<file path="config.mk">
export PLATFORM = sky130hd
export DESIGN_NAME = hpi_xfer_ctrl
export DESIGN_NICKNAME = d
export VERILOG_FILES = /design/src/rtl/hpi_pkg.sv /design/src/rtl/hpi_xfer_ctrl.sv
export SDC_FILE = /design/constraint.sdc
export NUM_CORES = 1
export LEC_CHECK = 0
export ABC_CLOCK_PERIOD_IN_PS = 4700
export BUFFER_PORTS_ARGS = -buffer_cell sky130_fd_sc_hd__buf_2
export CAP_MARGIN = 30
export CORE_MARGIN = 2
export CORE_UTILIZATION = 30
export DETAILED_ROUTE_END_ITERATION = 16
export PLACE_DENSITY_LB_ADDON = 0.3
export SLEW_MARGIN = 20
export SYNTH_ARGS = -nofsm -noshare
export SYNTH_HDL_FRONTEND = slang
export SYNTH_SLANG_ARGS = --single-unit
</file>
<file path="constraint.sdc">
create_clock -name Clk -period 4.7 [get_ports Clk]
set_clock_uncertainty 0.05 [all_clocks]
set_input_delay 0.235 -clock Clk [delete_from_list [all_inputs] [get_ports Clk]]
set_output_delay 0.235 -clock Clk [all_outputs]
set_load 0.1 [all_outputs]
</file>
<file path="src/rtl/hpi_pkg.sv">
// Shared HPI register selects, controller state encoding and helpers.
// Imported by hpi_xfer_ctrl and its bench.
package hpi_pkg;

  localparam logic [1:0] HPI_DATA    = 2'd0;
  localparam logic [1:0] HPI_MAILBOX = 2'd1;
  localparam logic [1:0] HPI_ADDR    = 2'd2;
  localparam logic [1:0] HPI_STATUS  = 2'd3;

  typedef enum logic [2:0] {
    IDLE,
    SETUP,
    STROBE,
    TAIL,
    GAP
  } hpi_state_t;

  function automatic int imax(input int a, input int b);
    return (a > b) ? a : b;
  endfunction

endpackage

</file>
<file path="src/rtl/hpi_xfer_ctrl.sv">
// Single-word HPI transaction sequencer: req in, timed cs/r/w strobes out,
// read data captured into rsp_rdata, rsp_valid pulse on completion.
// Ports: Clk, Reset_N (sync, low), req_* / rsp_* bus side, busy,
// hpi_address/data_out/r/w/cs out, hpi_data_in in.
// Optional macro HPI_MEMOP_EN: req_mem runs an address write, a one-cycle
// cs-high gap, then the data access to HPI_DATA.
module hpi_xfer_ctrl
  import hpi_pkg::*;
#(
  parameter int SETUP_CYC  = 1,
  parameter int STROBE_CYC = 4,
  parameter int HOLD_CYC   = 1,
  parameter int RD_LAT     = 2
) (
  input  logic        Clk,
  input  logic        Reset_N,
  input  logic        req_valid,
  output logic        req_ready,
  input  logic        req_write,
  input  logic [1:0]  req_addr,
  input  logic [15:0] req_wdata,
  input  logic        req_mem,
  input  logic [15:0] req_maddr,
  output logic        rsp_valid,
  output logic [15:0] rsp_rdata,
  output logic        busy,
  output logic [1:0]  hpi_address,
  output logic [15:0] hpi_data_out,
  output logic        hpi_r,
  output logic        hpi_w,
  output logic        hpi_cs,
  input  logic [15:0] hpi_data_in
);

  // Reads stay in TAIL until the delayed data has arrived.
  localparam int TAIL_RD = imax(HOLD_CYC, RD_LAT);
  // Counter value on the TAIL cycle with index RD_LAT-1.
  localparam int CAP_IDX = TAIL_RD - RD_LAT;

  hpi_state_t  state, state_d;
  logic [7:0]  cnt, cnt_d;
  logic        cur_wr;
  logic [1:0]  cur_addr;
  logic [15:0] cur_data;
  logic        accept, last, done, capture;

`ifdef HPI_MEMOP_EN
  logic        mphase;
  logic        pend_wr;
  logic [15:0] pend_wdata;
`else
  logic        unused_memop;
  assign unused_memop = ^{req_mem, req_maddr};
`endif

  assign req_ready    = (state == IDLE);
  assign busy         = (state != IDLE);
  assign accept       = req_valid && req_ready;
  assign last         = (cnt == 8'd0);
  assign hpi_address  = cur_addr;
  assign hpi_data_out = cur_data;

  always_comb begin
    state_d = state;
    cnt_d   = cnt;
    hpi_cs  = 1'b1;
    hpi_r   = 1'b1;
    hpi_w   = 1'b1;
    done    = 1'b0;
    capture = 1'b0;
    unique case (state)
      IDLE: begin
        if (accept) begin
          state_d = SETUP;
          cnt_d   = 8'(SETUP_CYC - 1);
        end
      end
      SETUP: begin
        hpi_cs = 1'b0;
        if (last) begin
          state_d = STROBE;
          cnt_d   = 8'(STROBE_CYC - 1);
        end else begin
          cnt_d = cnt - 8'd1;
        end
      end
      STROBE: begin
        hpi_cs = 1'b0;
        hpi_r  = cur_wr;
        hpi_w  = !cur_wr;
        if (last) begin
          state_d = TAIL;
          cnt_d   = cur_wr ? 8'(HOLD_CYC - 1)
                           : 8'(TAIL_RD - 1);
        end else begin
          cnt_d = cnt - 8'd1;
        end
      end
      TAIL: begin
        hpi_cs  = 1'b0;
        capture = !cur_wr && (cnt == 8'(CAP_IDX));
        if (last) begin
`ifdef HPI_MEMOP_EN
          if (mphase) begin
            state_d = GAP;
            cnt_d   = 8'd0;
          end else begin
            state_d = IDLE;
            done    = 1'b1;
          end
`else
          state_d = IDLE;
          done    = 1'b1;
`endif
        end else begin
          cnt_d = cnt - 8'd1;
        end
      end
`ifdef HPI_MEMOP_EN
      GAP: begin
        state_d = SETUP;
        cnt_d   = 8'(SETUP_CYC - 1);
      end
`endif
      default: begin
        state_d = IDLE;
        cnt_d   = 8'd0;
      end
    endcase
  end

  always_ff @(posedge Clk) begin
    if (!Reset_N) begin
      state     <= IDLE;
      cnt       <= 8'd0;
      cur_wr    <= 1'b0;
      cur_addr  <= 2'd0;
      cur_data  <= 16'd0;
      rsp_valid <= 1'b0;
      rsp_rdata <= 16'd0;
`ifdef HPI_MEMOP_EN
      mphase     <= 1'b0;
      pend_wr    <= 1'b0;
      pend_wdata <= 16'd0;
`endif
    end else begin
      state     <= state_d;
      cnt       <= cnt_d;
      rsp_valid <= done;
      if (capture) rsp_rdata <= hpi_data_in;
      if (accept) begin
`ifdef HPI_MEMOP_EN
        // First leg writes the chip address; the
        // real access is parked until the gap.
        pend_wr    <= req_write;
        pend_wdata <= req_wdata;
        mphase     <= req_mem;
        if (req_mem) begin
          cur_wr   <= 1'b1;
          cur_addr <= HPI_ADDR;
          cur_data <= req_maddr;
        end else begin
          cur_wr   <= req_write;
          cur_addr <= req_addr;
          cur_data <= req_wdata;
        end
`else
        cur_wr   <= req_write;
        cur_addr <= req_addr;
        cur_data <= req_wdata;
`endif
      end
`ifdef HPI_MEMOP_EN
      if (state == GAP) begin
        mphase   <= 1'b0;
        cur_wr   <= pend_wr;
        cur_addr <= HPI_DATA;
        cur_data <= pend_wdata;
      end
`endif
    end
  end

endmodule
</file>
# Word level (Yosys, flattened, before mapping)
# Cells that the tools add are included.
# totals
regBits	47
inputBits	55
output_inout_bits	40
wordCells	42
# op_classes
addsub	1
n_eq_ne	8
n_mux	16
n_reduce_logical	10
# ops
cell	count
2-to-1 mux 8 bit	4
case mux 8 bit (4 select lines)	1
2-to-1 mux 3 bit	4
case mux 3 bit (4 select lines)	1
logical NOT 8 bit	1
!= test 2 bit, second input constant	4
subtractor 8 x 1 -> 8 bit, second input constant	1
== test 3 x 2 -> 1 bit, second input constant	2
2-to-1 mux 1 bit	6
AND reduction 2 bit	2
AND reduction 4 bit	1
== test 3 x 1 -> 1 bit, second input constant	1
logical NOT 3 bit	1
nonzero test 3 bit	1
OR reduction 3 bit	1
logical AND 1 bit	2
!= test 2 x 1 -> 1 bit, second input constant	1
logical NOT 1 bit	1

# Longest topological paths before layout
# logic_depth
word_depth	4
mapped_depth	8
ltp_nobuf	6

# Worst setup path after synthesis
# No wires, ideal clock.
# synth_path
kind	reg-to-reg
start	register state[0]
end	register cur_addr[0], in the netlist hpi_address[0]
setup_ps	76
t_arrival_ps	3106
required_time_ps	4574
setup_slack_ps	1468
path_stages_with_launch	8
n_path_buf	1
period_less_slack_ps	3232
cell_sequence	dfxtp_1 -> inv_1 -> ha_1 -> inv_1 -> nor2_1 -> clkbuf_1 -> nand2_1 -> a21boi_0
# synth_between
elab_chain_len	2
# synth_rtl
item	line_no	text
from (decl)	hpi_xfer_ctrl.sv:40	hpi_state_t state, state_d;
from (signal assigned)	hpi_xfer_ctrl.sv:147	state <= state_d;
logical NOT 3 bit	hpi_xfer_ctrl.sv:56	assign req_ready = (state == IDLE);
logical AND 1 bit	hpi_xfer_ctrl.sv:58	assign accept = req_valid && req_ready;
to (signal assigned)	hpi_xfer_ctrl.sv:169	cur_addr <= req_addr;
to (decl)	hpi_xfer_ctrl.sv:43	logic [1:0] cur_addr;
# Every way passes these cells.
# A chain may end at the register's enable or synchronous reset.

# Worst setup path in the final report
# layout_path
start	register cnt[0]
end	register rsp_rdata[15]
# layout_between
elab_chain_len	3
# layout_rtl
item	line_no	text
from (decl)	hpi_xfer_ctrl.sv:41	logic [7:0] cnt, cnt_d;
from (signal assigned)	hpi_xfer_ctrl.sv:148	cnt <= cnt_d;
logical NOT 8 bit	hpi_xfer_ctrl.sv:101	capture = !cur_wr && (cnt == 8'(CAP_IDX));
logical AND 1 bit	hpi_xfer_ctrl.sv:101	
2-to-1 mux 1 bit	hpi_xfer_ctrl.sv:71	unique case (state)
to (signal assigned)	hpi_xfer_ctrl.sv:150	if (capture) rsp_rdata <= hpi_data_in;
to (decl)	hpi_xfer_ctrl.sv:25	output logic [15:0] rsp_rdata,
# Every way passes these cells.

==> reports/qor.csv <==
metric,value,unit
irDropWorstVdd,0.000312,V
grt_pass1_wl,7.33,mm
synth.largest_area_cell,dfxtp_1,
fin_crit,2.49,ns
hp-class,input pin to register,
grt_max_degree,46,
grt-ovfl-total,0,
diodes,0,
whs,0.126,ns
clk_latency,0.30,ns
stdcell_area,0.00257,sq mm
cts-resized-gates,0,
slowest_delay,0.83,ns
p_leak,1.26,nW
p_int,0.884,mW
path_clk_slew,0.09,ns
ys_types,36,
cts.sinks,46,
syn_nets,284,
powerDensity,734,mW/mm^2
portBuffers,77,
synth-edff-count,0,
synth_top_area_share,45.5,%
syn_inst,223,
synth_common_cells,"dfxtp_1, nand2_1, a21boi_0, mux2i_1, nor2b_1",
viasPerCell,4.66,
synth.avg_cell_area,9.07,sq um
fin_util,40.0,%
finalHoldViolations,0,
top_layer,met4,
antenna_found_initial,0,
fmax,402,MHz
synth_area_leaders,"dfxtp_1, mux2i_1, nand2_1",
htree_levels,2,
setup_viol,0,
grt_usage,12.0,%
syn_area,0.00202,sq mm
die_width,86.1,um
dr_wl_met2,2.03,mm
synth.yosys.seq_area_share,45.5,%
synthArstFlopShare,0,%
yosysWarningCount,0,
clockBufferDepth,2,
critPathKind,register to register,
seqPwrFrac,27.5,%
ys_ff_latch,46,
fill_cells,669,
cts-root-buf,clkbuf_8,
antenna_left,0,
cts_tree,yes,
timing.max_cap.violations,0,
cp_max_fo,16,
boundaryPins,95,
rows,29,
multiInputGateArea,0.00102,sq mm
first_global_vias,1668,
finalNetCount,358,
relSlewSlack,42.4,%
swShare,53.2,%
start_util,31.5,%
met1Wirelength,2.03,mm
coreArea,0.00642,sq mm
status,"complete, no violations",
syn_to_final_growth,27.0,%
drive_gt1_share,30.2,%
first_pass_iters,4,
drv_slew,0,
tns,0,ns
postCtsHoldBufs,0,
rsz0062_at_grt,false,
wirelength,4.40,mm
worst_pin_slew,0.864,ns
dieArea,0.00742,sq mm
place_hpwl,3.13,mm
drc,0,
cts_buffers,5,
ys.flop_type,dfxtp_1,
end_kind,register,
vias,1748,
die_h,86.1,um
arrival,2.63,ns
cp-start-kind,register,
cts_setup_buffers,0,
finalCritPeriodShare,52.9,%
p_comb_share,56.7,%
wl_met3,295,um
p_clk_share,15.8,%
cp_slowest_cell,or4_1,
placed_area,0.00245,sq mm
required,4.84,ns
drtIter0Drc,125,
place_congestion,0.797,
switching_power,1.00,mW
crit_path_cell_trace,inv_1 > ha_1 > or4b_4 > or4_1 > mux2i_1 > nor2b_1,
seqCellArea,921,sq um
wl_per_cell,11.7,um
worst paths after layout:
path | start | to | slack [ns] | depth (start not counted)
max | cnt[0]$_SDFFE_PN0P_ | rsp_rdata[15]$_SDFFE_PN0P_ | 2.21 | 6
min | req_addr[1] | hpi_address[1]$_SDFFE_PN0P_ | 0.13 | 3
max reg2reg | cnt[0]$_SDFFE_PN0P_ | rsp_rdata[15]$_SDFFE_PN0P_ | 2.21 | 6
min reg2reg | hpi_data_out[9]$_SDFFE_PN0P_ | hpi_data_out[9]$_SDFFE_PN0P_ | 0.42 | 2
power by group through the flow:
stage / registers, mW / clock network (mW) / logic, mW
6_report: 0.520 / 0.298 / 1.07
5_1_grt: 0.532 / 0.322 / 1.15
4_1_cts: 0.519 / 0.309 / 1.07
3_5_place_dp: 0.527 / 0 / 1.07
3_3_place_gp: 0.524 / 0 / 1.06
2_1_floorplan: 0.848 / 0 / 0.571
cells in the final DEF (no fill, tap or decap), drive strengths merged:
cell type / instances
a41oi: 1
clkinv: 1
or3: 2
ha: 6
a32o: 2
bufinv: 1
o211ai: 2
a221o: 1
nor3: 5
xnor2: 1
o21ai: 3
or4: 1
nand2b: 4
a21boi: 19
and2: 1
xor2: 1
a21oi: 5
clkbuf: 5
mux2i: 19
dfxtp: 46
nand4: 1
a211oi: 1
or4b: 1
nor4b: 1
inv: 9
nor4: 1
nor2b: 17
a2111oi: 1
a31oi: 1
o311ai: 2
nand2: 46
buf: 78
nand3: 3
nor2: 7
o31ai: 1
or2: 2
area by class of cell:
class                      instances  share of cell area (%)
multi-input combinational        158                    39.6
clock inverter                     3                    1.70
inverter                           8                    1.17
tap                               77                    3.75
clock buffer                       5                    2.68
sequential                        46                    35.8
timing repair buffer              78                    15.3
layer usage:
metal | vias up | track usage [%]
li1 | 906 | -
met5 | - | 0
met1 | 784 | 15.1
met4 | 0 | 4.04
met3 | 7 | 3.56
met2 | 51 | 19.7
worst max-delay path: cells and delay by family, from the launching register on:
kind          cells  cell delay (ns)
simple gates      3             1.40
flops             1             0.33
mux               1             0.30
fa+ha+maj         1             0.18
buf+inv           1             0.12
cells by family (layout without fill, tap and decap cells):
logic type	Yosys count	count (layout)	share of synthesized area, %
AND/OR/NAND/NOR	92	92	22.0
adder cells (fa/ha/maj)	6	6	3.71
flip-flops	46	46	45.5
multiplexers	19	19	9.40
AO/OA/AOI/OAI	39	39	14.0
XOR/XNOR	2	2	0.866
buffers and inverters	19	94	4.51
sequential cells by signal, summed over array words and instances, names as in the netlist:
name / cells
cur_wr: 1
cnt: 8
state: 2
rsp_rdata: 16
rsp_valid: 1
hpi_address: 2
hpi_data_out: 16
through the flow:
| step | power [mW] | setup slack [ns] | cells |
|---|---|---|---|
| 3_5_place_dp | 1.59 | 2.20 | 367 |
| 5_1_grt | 2.00 | 2.03 | 375 |
| 4_1_cts | 1.90 | 2.15 | 375 |
| 3_3_place_gp | 1.58 | 2.21 | 367 |
| 2_1_floorplan | 1.42 | 1.47 | 223 |
| 6_report | 1.89 | 2.21 | 375 |
No activity file was read; power rests on OpenSTA's default activity.
